===== config.mk =====
export PLATFORM = sky130hd
export DESIGN_NAME = segment_checker_stats
export DESIGN_NICKNAME = d
export VERILOG_FILES = /design/src/rtl/segment_pkg.sv /design/src/rtl/segment_checker_stats.sv
export SDC_FILE = /design/constraint.sdc
export NUM_CORES = 1
export LEC_CHECK = 0
export ABC_AREA = 1
export CORE_UTILIZATION = 43
export CTS_CLUSTER_DIAMETER = 30
export DETAILED_ROUTE_END_ITERATION = 10
export GPL_TIMING_DRIVEN = 1
export PLACE_DENSITY = 0.79
export SLEW_MARGIN = 10
export SYNTH_ARGS = -nofsm -noshare
export SYNTH_HDL_FRONTEND = slang
export SYNTH_SLANG_ARGS = --single-unit
export TNS_END_PERCENT = 30

===== constraint.sdc =====
create_clock -name ap_clk -period 2.45 [get_ports ap_clk]
set_clock_uncertainty 0.2 [all_clocks]
set_input_delay 0.49 -clock ap_clk [delete_from_list [all_inputs] [get_ports ap_clk]]
set_output_delay 0.49 -clock ap_clk [all_outputs]
set_load 0.05 [all_outputs]

===== src/rtl/segment_pkg.sv =====
// rtl/segment_pkg.sv - shared FSM states, summary layout and counter widths for segment_checker
package segment_pkg;

   typedef enum logic [1:0] {
      ST_IDLE   = 2'd0,
      ST_RUN    = 2'd1,
      ST_REPORT = 2'd2,
      ST_DONE   = 2'd3
   } state_t;

   localparam int CNT_W     = 32;
   localparam int ELAPSED_W = 64;

   localparam int SUM_PKTS_LSB    = 0;
   localparam int SUM_PKTS_W      = CNT_W;
   localparam int SUM_BEATS_LSB   = 32;
   localparam int SUM_BEATS_W     = CNT_W;
   localparam int SUM_BAD_LSB     = 64;
   localparam int SUM_BAD_W       = CNT_W;
   localparam int SUM_ELAPSED_LSB = 96;
   localparam int SUM_ELAPSED_W   = ELAPSED_W;
   localparam int SUMMARY_W       = 160;

   function automatic logic [CNT_W-1:0] sat_inc(input logic [CNT_W-1:0] v);
      return (&v) ? v : v + 1'b1;
   endfunction

endpackage


===== src/rtl/segment_checker_stats.sv =====
// rtl/segment_checker_stats.sv - saturating packet, beat, bad-packet and elapsed counters
module segment_checker_stats
   import segment_pkg::*;
(
   input  logic                 ap_clk,
   input  logic                 ap_rst,
   input  logic                 clear,
   input  logic                 beat_en,
   input  logic                 pkt_en,
   input  logic                 pkt_bad,
   input  logic                 tick_en,
   output logic [CNT_W-1:0]     rx_packets,
   output logic [CNT_W-1:0]     rx_beats,
   output logic [CNT_W-1:0]     bad_packets,
   output logic [ELAPSED_W-1:0] elapsed
);

   always_ff @(posedge ap_clk) begin
      if (ap_rst || clear) begin
         rx_packets  <= '0;
         rx_beats    <= '0;
         bad_packets <= '0;
         elapsed     <= '0;
      end else begin
         if (beat_en)
            rx_beats <= sat_inc(rx_beats);
         if (pkt_en) begin
            rx_packets <= sat_inc(rx_packets);
            if (pkt_bad)
               bad_packets <= sat_inc(bad_packets);
         end
         if (tick_en && !(&elapsed))
            elapsed <= elapsed + 1'b1;
      end
   end

endmodule


# Yosys cells after proc, flatten, opt, wreduce, memory -nomap -nowiden
# Index checks and enable logic that the tools add are counted.
[totals]
reg_bits = 160
latchBits = 0
ram_bits = 0
romBits = 0
input_bits = 7
output_inout_bits = 160
mem_count = 0
[classes]
addsub = 4
n_mul = 0
div = 0
n_lt_le_gt_ge = 0
eq_ne = 0
n_shift = 0
mux = 0
bitwise_logic = 3
n_reduce_logical = 10
[op_table]
columns = ["operator", "n"]
rows = [
  ["$add 32x1->32 const B", 3],
  ["$reduce_and 32->1", 3],
  ["$add 64x1->64 const B", 1],
  ["$reduce_and 64->1", 1],
  ["$reduce_and 2->1", 2],
  ["$not 1->1", 3],
  ["$reduce_and 3->1", 1],
  ["$logic_and 1x1->1", 1],
  ["$logic_not 1->1", 1],
  ["$logic_or 1x1->1", 1],
]

# Logic depth before layout (Yosys ltp)
[logic_depth]
ltp_word = 3
depth_mapped = 12
ltp_nobuf = 11

# Worst setup path after synthesis
# Ideal clock, no wire load.
[synth_path]
kind = "reg2reg"
from = "reg rx_beats[1]"
to = "reg rx_beats[12]"
setup_ns = 0.132
arrival_time_ns = 1.995
slack_ns = 0.123
stages_incl_launch_ff = 12
n_path_buf = 1
period_less_slack_ns = 2.327
path_cell_list = "dfxtp_1 ha_1 nand3_1 inv_2 nand2_2 nor2_4 nand2_4 nand2_4 inv_2 buf_2 nand2_1 a21oi_1"
[synth_via]
elab_chain_len = 3
word_cells_on_any_way = 4
classes_between = "add/sub (1); bitwise (1); reduce/logical (2)"
[synth_lines]
columns = ["element", "line_no", "rtl"]
rows = [
  ["from (decl)", "segment_checker_stats.sv:13", "output logic [CNT_W-1:0] rx_beats,"],
  ["from (signal assigned)", "segment_checker_stats.sv:26", "rx_beats <= sat_inc(rx_beats);"],
  ["branches (longest 3 deep; another with $add 32x1->32)", "-", ""],
]
# Parallel ways; which one is timed is not known.
# A chain may end at the register's enable or synchronous reset.

# Worst setup path in the final report
[layout_path]
from = "reg rx_beats[6]"
to = "out rx_beats[6]"
# No word-level cell between the ends.

==> run summary <==
Summed over all failing endpoints, the final setup total negative slack is 0 ns. The setup slack of the worst register-to-register path was 0.16 ns. The congestion estimate from routability-driven global placement came to 1.03. The final cycle utilization of the critical path came out at 98.4%.

For the sequential share of the synthesized area, the log shows 31.5%. The tools report the critical register-to-register path endpoint as rx_packets[21]. Synthesis produced a netlist whose cell count is 1734. The final number of hold-violating endpoints was 0.

The number of antenna violations at the first check in global routing was 0; the sequential standard cell area was 3200 µm². The number of enable flip-flop cells after synthesis is 0. The horizontal die dimension is 156 µm, and the count of input and output buffers is 166. The tools report the hold path endpoint as bad_packets[13]. For this run, the leading register cell type out of synthesis is sky130_fd_sc_hd__dfxtp_1. The number of unique standard cell types used by synthesis is 36, and the maximum level of the CTS H-tree is 4. Dividing the synthesized area by the synthesized cell count gives 5.87 µm². Minimum clock period: 2.41 ns.

The first global-routing pass estimated 51.0 mm of wire. The number of cells traversed by the worst hold path was 2; the number of setup buffers added after CTS was 0. The cell area reported after detailed placement was 12300 µm²; the total iterations of the first detailed-routing run was 7. The layout has 2206 filler cells. The class of the tightest hold or removal check is flop to flop. IR analysis of the VDD net gives a maximum drop of 0.422 mV. Grouping stages by cell kind, the critical path spends the most delay in buffers and inverters. By startpoint and endpoint, the worst setup path is classified as flop to output port. In the final routed layout, each cell accounts on average for 14.1 µm.

Relative to the synthesized area, the layout overhead comes to 28.3%. In the final layout, the share of cells above drive strength 1 is 6.38%. The startpoint identified for the worst hold timing path is bad_packets[13]. The critical path goes through clkdlybuf4s50_1. The run gives 1927 as the final layout net count.

The multi-input combinational cells in the finished layout cover a total of 6150 µm². After clock tree synthesis, the clock-pin slew on the worst setup and hold paths is 0.07 ns. The via-per-instance ratio works out to 5.14. The root buffer cell chosen for the clock tree is sky130_fd_sc_hd__clkbuf_16. After routing the design area is 13100 µm². For the static leakage power, the log shows 5.28 nW.

The number of nets in the synthesized netlist is 1745. In this run the core area contains 55 standard-cell rows. The floorplan step defined a die boundary enclosing 24300 µm². At the pin with the least slew margin, the transition time is 0.542 ns.

For this design, the sink count on the clock tree is 160. The area inside the core boundary is 22900 µm², and the largest stage delay on the critical path is 0.85 ns. In the routed design, unresolved DRC markers number 0. The logs give 10200 for the via count of the first global-routing pass and 167 for the number of top-level pins.

The die is 156 µm tall. The worst-case reg-to-reg path depth is 10. The synthesized design devotes to its leading area cell type 31.5% of total area.

For the clock insertion delay at the later pin of the skew report, the log shows 0.43 ns. Based on the critical path, the design can be clocked at up to 415 MHz. Entering global routing, the biggest net connects 56 pins. The post-layout utilization of the core came out at 57.0%.

Once detailed placement completed, the half-perimeter wirelength came to 24.4 mm. TritonCTS built the clock tree. The relative slew slack was 63.6%; the count of pins over their slew limit was 0. Once detail routing completed, the nets flagged for antenna violations numbered 0.

Counting the buffers created by CTS gives 17. The worst setup path is launched from a flop. The run gives 10200 µm² as the area of the mapped netlist. Flip-flop and latch count after synthesis: 160. Cell accounting for the most synthesized area: sky130_fd_sc_hd__dfxtp_1. After detailed routing, the total wire length is 31.6 mm.

Combined buffer and inverter count along the critical path: 1. Worst reg2reg path startpoint: rx_packets[0]. The run finished with clean final reports.

STA classifies the critical path endpoint as an output port. Across every metal layer, demand over resource in global routing totals 26.2%. After synthesis, the share of flip-flops with an asynchronous set or reset is 0%.

The total number of vias is 11500, and the number of inserted diodes is 0. The arrival time at the worst endpoint was 1.72 ns; the final global-route overflow total was 0. STA puts the critical path data required time at 1.76 ns. Along the worst path, the maximum fanout reaches 5.

The power density over cell area is 451 nW/µm², and the total setup violations reported at the end of the flow is 0. The number of gates on the worst path with buffers counted was 1; the maximum clock insertion buffer count was 2. The slowest stage of the critical path is the sky130_fd_sc_hd__clkdlybuf4s50_1 cell. The starting utilization of the core area was 44.4%. Across the run, the number of max-cap violations was 0. The detailed router finished its first iteration with 952 violations. The total of warnings raised by yosys came out at 0. Ranked by total cell area, the synthesized netlist is headed by sky130_fd_sc_hd__dfxtp_1 31%, sky130_fd_sc_hd__nand2_1 21%, sky130_fd_sc_hd__nor2_1 14%, sky130_fd_sc_hd__nand3_1 5.6%, sky130_fd_sc_hd__inv_1 5.3%. For the total of hold buffers inserted after clock tree synthesis, the log shows 0.
[worst max path at each step]
stage                            start      endpoint  slack (ns)
after floorplan            rx_beats[1]  rx_beats[12]        0.12
after global placement         tick_en   elapsed[61]        0.04
after detailed placement       tick_en   elapsed[61]       -0.04
after CTS                 rx_beats[29]  rx_beats[29]       0.001
after global routing       elapsed[15]   elapsed[10]       -0.02
final                      rx_beats[6]   rx_beats[6]        0.04
[final cells by class]
cell class                 instances  area share [%]
inverter                         154            4.43
multi-input combinational       1378            47.1
clock buffer                      20            3.57
sequential                       160            24.5
tap                              313            3.00
clock inverter                    11            1.54
timing repair buffer             205            15.9
[through the flow]
step	power (W)	hold slack, ns	cells	setup slack [ns]
3_5_place_dp	0.00289	0.296	2210	-0.0405
4_1_cts	0.00592	0.305	2241	0.00141
5_1_grt	0.00604	0.331	2241	-0.0191
3_3_place_gp	0.00289	0.280	2210	0.0439
2_1_floorplan	0.00282	0.490	1734	0.123
6_report	0.00589	0.302	2241	0.0395
[cells in the final DEF (no fill, tap or decap), types with 32 or more instances in the layout]
master,instances
sky130_fd_sc_hd__nand2_1,570
sky130_fd_sc_hd__dfxtp_1,160
sky130_fd_sc_hd__nor2_1,383
sky130_fd_sc_hd__dlymetal6s2s_1,36
sky130_fd_sc_hd__nand4_1,32
sky130_fd_sc_hd__a21oi_1,107
sky130_fd_sc_hd__buf_4,37
sky130_fd_sc_hd__nand3_1,113
sky130_fd_sc_hd__nor3_1,33
sky130_fd_sc_hd__inv_1,144
sky130_fd_sc_hd__clkdlybuf4s50_1,112
[state kept, by name, summed over array words and instances, names as in the netlist]
name,count
bad_packets,32
rx_beats,32
rx_packets,32
elapsed,64
[cell usage after synthesis, types with 2 or more instances]
cell                         n
sky130_fd_sc_hd__buf_6      12
sky130_fd_sc_hd__dfxtp_1   160
sky130_fd_sc_hd__nand2_1   571
sky130_fd_sc_hd__a21oi_1   107
sky130_fd_sc_hd__nor3_1     33
sky130_fd_sc_hd__o21ai_0    17
sky130_fd_sc_hd__nand3_1   113
sky130_fd_sc_hd__nor3_2      4
sky130_fd_sc_hd__nand4_1    32
sky130_fd_sc_hd__ha_1        4
sky130_fd_sc_hd__nor2_2      8
sky130_fd_sc_hd__nand3b_1   19
sky130_fd_sc_hd__nand2_4     4
sky130_fd_sc_hd__nor2_4      6
sky130_fd_sc_hd__xor2_1     25
sky130_fd_sc_hd__a31oi_1     3
sky130_fd_sc_hd__clkbuf_1   17
sky130_fd_sc_hd__nor3b_1     2
sky130_fd_sc_hd__inv_1     144
sky130_fd_sc_hd__buf_2       9
sky130_fd_sc_hd__buf_1       3
sky130_fd_sc_hd__and2_1      4
sky130_fd_sc_hd__and3_1      4
sky130_fd_sc_hd__nor2_1    385
sky130_fd_sc_hd__xnor2_1    16
sky130_fd_sc_hd__inv_2      10
sky130_fd_sc_hd__nand2_2    12
sky130_fd_sc_hd__o21bai_1    2
[cells by family (layout without fill, tap and decap cells)]
| kind of cell | count (synthesis) | after routing | share of synthesized area (%) |
|---|---|---|---|
| and+or+nand+nor | 1203 | 1203 | 49.7 |
| buffers and inverters | 196 | 390 | 8.26 |
| DFF | 160 | 160 | 31.5 |
| AOI/OAI and AO/OA | 130 | 130 | 6.50 |
| xor gates and xnor gates | 41 | 41 | 3.53 |
| adders and majority gates | 4 | 4 | 0.492 |
[power breakdown]
| group | total, W | leakage (nW) | switching, W | internal, W |
|---|---|---|---|---|
| clock network | 0.00305 | 0.323 | 0.00115 | 0.00190 |
| registers | 0.00261 | 1.29 | 0.00000610 | 0.00261 |
| logic | 0.000222 | 3.67 | 0.000155 | 0.0000670 |
[layer usage]
layer	GRT usage (%)	wire [µm]
met2	42.2	14500
met3	4.94	2410
met4	8.17	556
met5	0	0
met1	35.2	14100
[timing repair]
action | 4_1_cts | 5_1_grt
gates cloned | 0 | 0
pin swaps | 0 | 0
gates resized for setup | 16 | 38
endpoints found under the setup margin | 16 | 49
No activity file was read; power rests on OpenSTA's default activity.
